$ cat config.mk
export PLATFORM = sky130hd
export DESIGN_NAME = load_store_unit
export DESIGN_NICKNAME = d
export VERILOG_FILES = /design/src/rtl/load_store_unit_pkg.sv /design/src/rtl/lsu_align.sv /design/src/rtl/load_store_unit.sv
export SDC_FILE = /design/constraint.sdc
export NUM_CORES = 1
export LEC_CHECK = 0
export CORE_MARGIN = 4
export CORE_UTILIZATION = 42
export DETAILED_ROUTE_END_ITERATION = 8
export GPL_TIMING_DRIVEN = 1
export MAX_ROUTING_LAYER = met4
export PLACE_DENSITY = 0.81
export REMOVE_ABC_BUFFERS = 1
export SLEW_MARGIN = 20
export SYNTH_ARGS = -nofsm -noshare
export SYNTH_HDL_FRONTEND = slang
export SYNTH_HIERARCHICAL = 1
export SYNTH_SLANG_ARGS = --single-unit
$ cat constraint.sdc
create_clock -name clk -period 1.95 [get_ports clk]
set_clock_uncertainty 0.1 [all_clocks]
set_input_delay 0.39 -clock clk [delete_from_list [all_inputs] [get_ports clk]]
set_output_delay 0.39 -clock clk [all_outputs]
set_load 0.02 [all_outputs]
$ cat src/rtl/load_store_unit_pkg.sv
// Shared definitions for the execute/memory slice: ALU op codes, load/store width codes,
// LSU FSM states and access-legality helpers.
package load_store_unit_pkg;

  typedef enum logic [3:0] {
    AluAdd, AluSub, AluSll, AluSlt, AluSltu, AluXor, AluSrl, AluSra, AluOr, AluAnd
  } alu_op_e;

  localparam logic [2:0] LSU_B  = 3'b000;
  localparam logic [2:0] LSU_H  = 3'b001;
  localparam logic [2:0] LSU_W  = 3'b010;
  localparam logic [2:0] LSU_BU = 3'b100;
  localparam logic [2:0] LSU_HU = 3'b101;

  typedef enum logic [1:0] {StIdle, StBus, StResp} lsu_state_e;

  function automatic logic lsu_legal(logic we, logic [2:0] funct3);
    logic ok;
    if (we) ok = funct3 inside {LSU_B, LSU_H, LSU_W};
    else    ok = funct3 inside {LSU_B, LSU_H, LSU_W, LSU_BU, LSU_HU};
    return ok;
  endfunction

  // funct3[1:0] encodes the access size for both signed and unsigned loads.
  function automatic logic lsu_misaligned(logic [2:0] funct3, logic [1:0] offset);
    logic mis;
    case (funct3[1:0])
      2'b01:   mis = offset[0];
      2'b10:   mis = (offset != 2'b00);
      default: mis = 1'b0;
    endcase
    return mis;
  endfunction

endpackage

$ cat src/rtl/lsu_align.sv
// Lane steering: store byte enables and data replication, load lane extraction and extension.
module lsu_align
  import load_store_unit_pkg::*;
(
  input  logic        we,
  input  logic [2:0]  funct3,
  input  logic [1:0]  offset,
  input  logic [31:0] wdata,
  input  logic [31:0] rdata,
  output logic [3:0]  wstrb,
  output logic [31:0] wdata_rep,
  output logic [31:0] rdata_ext
);

  logic [7:0]  lane_b;
  logic [15:0] lane_h;

  always_comb begin
    wstrb     = 4'b0000;
    wdata_rep = wdata;
    if (we) begin
      case (funct3)
        LSU_B: begin
          wstrb     = 4'b0001 << offset;
          wdata_rep = {4{wdata[7:0]}};
        end
        LSU_H: begin
          wstrb     = 4'b0011 << offset;
          wdata_rep = {2{wdata[15:0]}};
        end
        default: wstrb = 4'b1111;
      endcase
    end
  end

  always_comb begin
    lane_b    = rdata[{offset, 3'b000} +: 8];
    lane_h    = rdata[{offset[1], 4'b0000} +: 16];
    rdata_ext = rdata;
    case (funct3)
      LSU_B:   rdata_ext = {{24{lane_b[7]}}, lane_b};
      LSU_H:   rdata_ext = {{16{lane_h[15]}}, lane_h};
      LSU_BU:  rdata_ext = {24'h0, lane_b};
      LSU_HU:  rdata_ext = {16'h0, lane_h};
      default: rdata_ext = rdata;
    endcase
  end

endmodule

$ cat src/rtl/load_store_unit.sv
// Single-outstanding load/store unit: accepts one op, runs one bus transaction with a
// timeout, and returns a one-cycle completion pulse.
module load_store_unit
  import load_store_unit_pkg::*;
#(
  parameter int unsigned TIMEOUT = 255
) (
  input  logic        clk,
  input  logic        rst,
  input  logic        req_valid,
  output logic        req_ready,
  input  logic        req_we,
  input  logic [2:0]  req_funct3,
  input  logic [31:0] req_addr,
  input  logic [31:0] req_wdata,
  input  logic [4:0]  req_rd,
  output logic        mem_valid,
  input  logic        mem_ready,
  output logic [31:0] mem_addr,
  output logic [3:0]  mem_wstrb,
  output logic [31:0] mem_wdata,
  input  logic [31:0] mem_rdata,
  output logic        rsp_valid,
  output logic [31:0] rsp_rdata,
  output logic [4:0]  rsp_rd,
  output logic        rsp_err
);

  localparam int unsigned CntW = (TIMEOUT > 1) ? $clog2(TIMEOUT) : 1;
  localparam logic [CntW-1:0] CntLast = CntW'(TIMEOUT - 1);

  lsu_state_e      state_q;
  logic [CntW-1:0] cnt_q;
  logic            we_q;
  logic [2:0]      funct3_q;
  logic [31:0]     addr_q;
  logic [31:0]     wdata_q;
  logic [4:0]      rd_q;
  logic [31:0]     load_ext;

  // Steering runs off the captured request so bus outputs stay stable while waiting.
  lsu_align u_align (
    .we        (we_q),
    .funct3    (funct3_q),
    .offset    (addr_q[1:0]),
    .wdata     (wdata_q),
    .rdata     (mem_rdata),
    .wstrb     (mem_wstrb),
    .wdata_rep (mem_wdata),
    .rdata_ext (load_ext)
  );

  assign req_ready = (state_q == StIdle);
  assign mem_addr  = {addr_q[31:2], 2'b00};
  assign rsp_rd    = rd_q;

  always_ff @(posedge clk) begin
    if (rst) begin
      state_q   <= StIdle;
      cnt_q     <= '0;
      we_q      <= 1'b0;
      funct3_q  <= 3'b000;
      addr_q    <= 32'h0;
      wdata_q   <= 32'h0;
      rd_q      <= 5'h0;
      mem_valid <= 1'b0;
      rsp_valid <= 1'b0;
      rsp_err   <= 1'b0;
      rsp_rdata <= 32'h0;
    end else begin
      case (state_q)
        StIdle: begin
          if (req_valid) begin
            we_q     <= req_we;
            funct3_q <= req_funct3;
            addr_q   <= req_addr;
            wdata_q  <= req_wdata;
            rd_q     <= req_rd;
            cnt_q    <= '0;
            if (lsu_legal(req_we, req_funct3) && !lsu_misaligned(req_funct3, req_addr[1:0])) begin
              state_q   <= StBus;
              mem_valid <= 1'b1;
            end else begin
              state_q   <= StResp;
              rsp_valid <= 1'b1;
              rsp_err   <= 1'b1;
              rsp_rdata <= 32'h0;
            end
          end
        end
        StBus: begin
          if (mem_ready) begin
            state_q   <= StResp;
            mem_valid <= 1'b0;
            rsp_valid <= 1'b1;
            rsp_err   <= 1'b0;
            rsp_rdata <= we_q ? 32'h0 : load_ext;
          end else if (cnt_q == CntLast) begin
            state_q   <= StResp;
            mem_valid <= 1'b0;
            rsp_valid <= 1'b1;
            rsp_err   <= 1'b1;
            rsp_rdata <= 32'h0;
          end else begin
            cnt_q <= cnt_q + 1'b1;
          end
        end
        StResp: begin
          state_q   <= StIdle;
          rsp_valid <= 1'b0;
        end
        default: state_q <= StIdle;
      endcase
    end
  end

endmodule

==> results of run 1 <==
==> power groups by stage <==
| stage | combinational [mW] | clock (mW) | sequential [mW] |
|---|---|---|---|
| detailed placement | 1.79 | 0 | 2.67 |
| global placement | 1.77 | 0 | 2.66 |
| global route | 2.53 | 3.36 | 2.64 |
| floorplan | 0.718 | 0 | 2.79 |
| CTS | 1.88 | 3.22 | 2.62 |
| finish | 2.42 | 3.20 | 2.63 |
==> layer usage <==
metal	up-vias	GRT usage, %	share of wire (%)
met2	452	37.7	47
met3	117	9.73	10
met5	-	-	0
met1	3365	28.6	38
met4	0	8.11	4.7
li1	3197	-	-
==> per-stage QoR <==
| step | setup WS (ps) | std cells | setup TNS, ps | hold WS, ps | power [mW] |
|---|---|---|---|---|---|
| 6_report | -301 | 1216 | -10510 | 194 | 8.24 |
| 3_3_place_gp | -586 | 1137 | -31800 | 339 | 4.43 |
| 4_1_cts | -378 | 1175 | -7560 | 163 | 7.72 |
| 3_5_place_dp | -617 | 1137 | -33020 | 346 | 4.46 |
| 5_1_grt | -371 | 1216 | -13440 | 193 | 8.52 |
| 2_1_floorplan | -1190 | 671 | -134120 | 328 | 3.51 |
==> layout make-up <==
cell class	count	area (um^2)
Clock buffer	17	425
Multi-Input combinational cell	543	3930
Tap cell	184	230
Sequential cell	118	2380
Inverter	10	41.3
Antenna cell	2	5.00
Fill cell	1026	4120
Timing Repair Buffer	327	3460
Clock inverter	15	168
==> kinds of logic after synthesis <==
group,count (synthesis)
XOR/XNOR,2
adder cells (fa/ha/maj),5
AO/OA/AOI/OAI,256
multiplexers,44
AND/OR/NAND/NOR,234
flip-flops,118
buffers and inverters,118
other,1
==> worst paths after layout <==
check / from / end / slack [ps] / depth (start not counted)
min: rst / rsp_rdata[17] / 190 / 2
min reg2reg: addr_q[3] / addr_q[3] / 350 / 2
max reg2reg: addr_q[1] / rsp_rdata[15] / -290 / 9
max: funct3_q[2] / mem_wdata[19] / -300 / 5
==> sequential cells by signal (all words and copies together) (netlist names) <==
signal and cells:
rsp_valid 1, state_q 2, cnt_q 8, we_q 1
funct3_q 3, wdata_q 32, addr_q 32, rsp_rdata 32
rsp_err 1, mem_valid 1, rsp_rd 5
==> timing repair <==
action,CTS,global route
setup buffers,4,30
gates resized for setup,200,174
hold buffers,0,0
pin swaps,7,51
gates cloned,4,9
endpoints found under the setup margin,66,71
==> cells in the mapped netlist (8+ instances only) <==
cell | number | area, um^2
buf_4 | 45 | 338
mux2i_1 | 24 | 240
nand3b_1 | 8 | 60.1
nand2_1 | 169 | 634
a22o_1 | 9 | 78.8
clkbuf_1 | 31 | 116
nor2b_1 | 9 | 56.3
dfxtp_1 | 118 | 2360
a21oi_1 | 126 | 631
a211oi_2 | 30 | 375
nor2_1 | 18 | 67.6
a211oi_1 | 34 | 255
o21ai_0 | 26 | 130
a221o_1 | 8 | 80.1
inv_1 | 9 | 33.8
buf_2 | 24 | 120
mux2_2 | 19 | 214
==> worst max-delay path, delay by kind of cell, from the launching register on <==
| family | cells | cell delay, ps |
|---|---|---|
| multiplexers | 1 | 310 |
| flip-flops | 1 | 330 |
| AND/OR/NAND/NOR | 1 | 240 |
| buffers and inverters | 3 | 460 |
==> cell usage in the layout (no fill, tap or decap), drive strengths merged, types with 3 or more instances in the layout <==
master | synthesis | layout
clkdlybuf4s50 | 0 | 172
nand2 | 169 | 169
buf | 76 | 132
a21oi | 127 | 127
dfxtp | 118 | 118
a211oi | 64 | 64
o21ai | 26 | 26
clkbuf | 32 | 24
mux2i | 24 | 24
mux2 | 19 | 19
nor2 | 18 | 18
inv | 9 | 16
nand3b | 9 | 9
a22o | 9 | 9
nor2b | 9 | 9
a221o | 8 | 8
dlygate4sd2 | 0 | 7
dlymetal6s2s | 0 | 7
o22a | 7 | 7
ha | 5 | 5
or3 | 5 | 5
and2 | 5 | 5
clkinv | 1 | 4
and4 | 3 | 3
nand3 | 3 | 3
and3 | 3 | 3
clkinvlp | 0 | 3
==> results.json, run 1 <==
{
  "ys_seq_elements": 118,
  "combPwrFrac_pct": 29.3,
  "fin_crit_sh_pct": 115,
  "power_density_nw_per_um2": 775,
  "vias": 7131,
  "synth_cells": 778,
  "grt_overflow": 0,
  "p_leak_nw": 4.10,
  "muxShareOfSynthArea_pct": 7.41,
  "cp-end-kind": "output pin",
  "crit_chain": "nor3b_4, buf_6, buf_12, mux2_4, buf_6",
  "path_clk_slew_ps": 60,
  "max_freq_mhz": 444,
  "fin_util_pct": 72.1,
  "start_util_pct": 43.6,
  "synth-simple-area-share_pct": 16.3,
  "fin_area_um2": 10600,
  "async_flop_share_pct": 0,
  "synth-compound-area-share_pct": 27.6,
  "critPathArrivalTime_ps": 1760,
  "peakVddDrop_mv": 0.645,
  "syn_area_per_cell_um2": 8.27,
  "dr.pass1.iters": 5,
  "synth_top_family_by_area": "compound AO/OA/AOI/OAI gates",
  "max_stage_delay_ps": 330,
  "synth_area_um2": 6430,
  "grt_usage_pct": 24.2,
  "place_area_um2": 8800,
  "drive_gt1_share_pct": 31.6,
  "ios": 218,
  "htree_levels": 4,
  "io_buffers": 215,
  "cpMostUsedCell": "buf_6",
  "grt_setup_unrepaired": "true",
  "drv_slew": 0,
  "cpMaxStageDelayCell": "dfxtp_2",
  "grt_pass1_wl_mm": 33.8,
  "final_net_count": 1131,
  "path_max_fanout": 5,
  "clock_sinks": 118,
  "critPathKind": "flip-flop to output pin",
  "drv_cap": 0,
  "yosysWarnings": 6,
  "drt-total-wl_mm": 25.1,
  "clkLatencyLatePin_ps": 420,
  "violations": "negative setup slack",
  "grt_pass1_vias": 6613,
  "setup_viol": 54,
  "sw_frac_of_total_pct": 31.6,
  "cts_made_buffers": 17,
  "yosysUniqueCellTypes": 55,
  "ant_nets": 0,
  "internal_power_mw": 5.64,
  "hp-class": "input pin to flip-flop",
  "grt_max_degree": 71,
  "die_width_um": 132,
  "relSlewSlack_pct": 51.5,
  "drt-vias-per-instance": 5.86,
  "drc_errors": 0,
  "power_frac_seq_pct": 31.9,
  "clockBufferDepth": 2,
  "hold_viol_final": 0,
  "synth-adder-area-share_pct": 0.972,
  "cts_tree": "done",
  "dp_hpwl_mm": 13.8,
  "antenna_found_initial": 2,
  "gp_congestion": 0.860,
  "die-area_um2": 17400,
  "p_clk_share_pct": 38.8,
  "die_y_um": 132,
  "synthXorXnorAreaFrac_pct": 0.272,
  "seq_area_frac_synth_pct": 36.7,
  "dr.first_iter.drc_count": 661,
  "start_kind": "flip-flop",
  "clockRootBuffer": "clkbuf_16",
  "worstPathRequired_ps": 1460,
  "p_sw_mw": 2.60,
  "synth_edf_count": 0,
  "tightest_slew_ps": 728,
  "areaGrowthSynthToFinish_pct": 65.4,
  "core_area_um2": 14800,
  "fin_ws_ps": -301,
  "rows": 44,
  "status": "finished with violations",
  "synth_flop_cell": "dfxtp_1",
  "wl_per_cell_um": 20.7,
  "min_period_ps": 2250
}
(Power assumes the default switching activity.)
==> run 2, diff against run 1 <==
--- a/config.mk
+++ b/config.mk
@@ -10,7 +10,7 @@
 export DETAILED_ROUTE_END_ITERATION = 8
 export GPL_TIMING_DRIVEN = 1
 export MAX_ROUTING_LAYER = met4
-export PLACE_DENSITY = 0.81
+export PLACE_DENSITY_LB_ADDON = 0.12
 export REMOVE_ABC_BUFFERS = 1
 export SLEW_MARGIN = 20
 export SYNTH_ARGS = -nofsm -noshare
==> results.json, run 2 (synthesized netlist as in run 1, its figures left out) <==
{
  "tightest_slew_ps": 604,
  "violations": "negative setup slack",
  "grt_pass1_wl_mm": 33.8,
  "clockRootBuffer": "clkbuf_16",
  "sw_frac_of_total_pct": 29.3,
  "drv_cap": 0,
  "cp-end-kind": "output pin",
  "combPwrFrac_pct": 26.3,
  "drc_errors": 0,
  "fin_ws_ps": -354,
  "drt-total-wl_mm": 22.4,
  "hold_viol_final": 0,
  "cts_tree": "done",
  "areaGrowthSynthToFinish_pct": 57.3,
  "start_kind": "flip-flop",
  "start_util_pct": 43.6,
  "place_area_um2": 8770,
  "final_net_count": 1108,
  "multi_input_area_um2": 3780,
  "io_buffers": 215,
  "internal_power_mw": 5.72,
  "critPathKind": "flip-flop to output pin",
  "dr.first_iter.drc_count": 533,
  "core_area_um2": 14800,
  "p_clk_share_pct": 41.2,
  "wl_met2_mm": 11.0,
  "die_width_um": 132,
  "grt_overflow": 0,
  "reg_top3": "addr_q x32, rsp_rdata x32, wdata_q x32",
  "p_leak_nw": 3.82,
  "post_layout_nonfiller_instances": 1192,
  "peakVddDrop_mv": 0.597,
  "relSlewSlack_pct": 59.7,
  "routed.top_layer": "met4",
  "status": "finished with violations",
  "rows": 44,
  "clockBufferDepth": 2,
  "grt_usage_pct": 24.6,
  "power_frac_seq_pct": 32.5,
  "grt_max_degree": 77,
  "drv_slew": 0,
  "grt_pass1_vias": 6861,
  "max_freq_mhz": 434,
  "ios": 218,
  "antenna_found_initial": 1,
  "p_sw_mw": 2.37,
  "worstPathRequired_ps": 1460,
  "htree_levels": 4,
  "drt-vias-per-instance": 5.58,
  "clock_sinks": 118,
  "fin_area_um2": 10100,
  "die-area_um2": 17400,
  "power_density_nw_per_um2": 799,
  "path_max_fanout": 7,
  "final_common_cell": "clkdlybuf4s50_1",
  "placed_cells": 1137,
  "setup_viol": 34,
  "fin_crit_sh_pct": 118,
  "dp_hpwl_mm": 14.7,
  "dr.pass1.iters": 5,
  "route.met3.wl_mm": 1.91,
  "hp-class": "input pin to flip-flop",
  "gp_congestion": 0.872,
  "wl_per_cell_um": 18.8,
  "clkLatencyLatePin_ps": 420,
  "min_period_ps": 2300,
  "cts_made_buffers": 17,
  "ant_nets": 0,
  "seqCellArea_um2": 2380,
  "met1_length_mm": 8.92,
  "place_ws_ps": -618,
  "drive_gt1_share_pct": 28.4,
  "fillers": 1180,
  "path_clk_slew_ps": 50,
  "vias": 6650,
  "layout_common_cells": "clkdlybuf4s50_1, nand2_1, a21oi_1",
  "critPathArrivalTime_ps": 1810,
  "whs_ps": 196,
  "die_y_um": 132,
  "grt_setup_unrepaired": "true"
}
run 2: cell type report:
class | instances | area share [%]
well taps | 184 | 2.28
clock inverters | 15 | 2.02
clock buffers | 17 | 4.20
multi-input cells | 543 | 37.3
diodes | 1 | 0.0247
inverters | 10 | 0.383
flip-flops and latches | 118 | 23.5
repair buffers | 304 | 30.3
run 2: final timing paths:
| path | startpoint | endpoint | slack [ps] | cells after the start |
|---|---|---|---|---|
| setup reg to reg | addr_q[1] | rsp_rdata[14] | -40 | 5 |
| hold / removal | req_funct3[0] | funct3_q[0] | 200 | 3 |
| setup / recovery | funct3_q[2] | mem_wdata[19] | -350 | 6 |
| hold reg to reg | addr_q[3] | addr_q[3] | 350 | 2 |
run 2: metrics by stage:
| step | TNS (ps) | utilization (%) | power (mW) |
|---|---|---|---|
| 2_1_floorplan | -134120 | - | 3.51 |
| 4_1_cts | -7320 | 65.6 | 7.91 |
| 3_3_place_gp | -30260 | 59.5 | 4.43 |
| 5_1_grt | -9430 | 68.6 | 8.39 |
| 6_report | -6810 | 68.6 | 8.09 |
| 3_5_place_dp | -32150 | 59.5 | 4.47 |
run 2: worst max-delay path, cell delays in order, from the launching register on:
cell and delay, ps:
dfxtp_2 330, nor3b_4 250, buf_6 150, buf_8 140, buf_6 100, mux2_4 300
buf_6 130
run 2: layer usage:
metal,GRT usage (%),up-vias
met2,40.7,272
met5,-,-
met4,9.45,0
met3,8.74,40
met1,27.3,3194
li1,-,3144
run 2: power groups by stage:
stage | clock network, mW | registers (mW) | logic [mW]
floorplan | 0 | 2.79 | 0.718
global placement | 0 | 2.67 | 1.76
detailed placement | 0 | 2.67 | 1.79
CTS | 3.38 | 2.63 | 1.91
global route | 3.49 | 2.65 | 2.26
finish | 3.33 | 2.63 | 2.13
run 2: repair_timing:
item / CTS / global route
resized for setup: 232 / 102
endpoints found under the setup margin: 68 / 69
pin swaps: 5 / 13
hold buffers: 0 / 0
gates cloned: 2 / 3
buffers inserted: 15 / 7
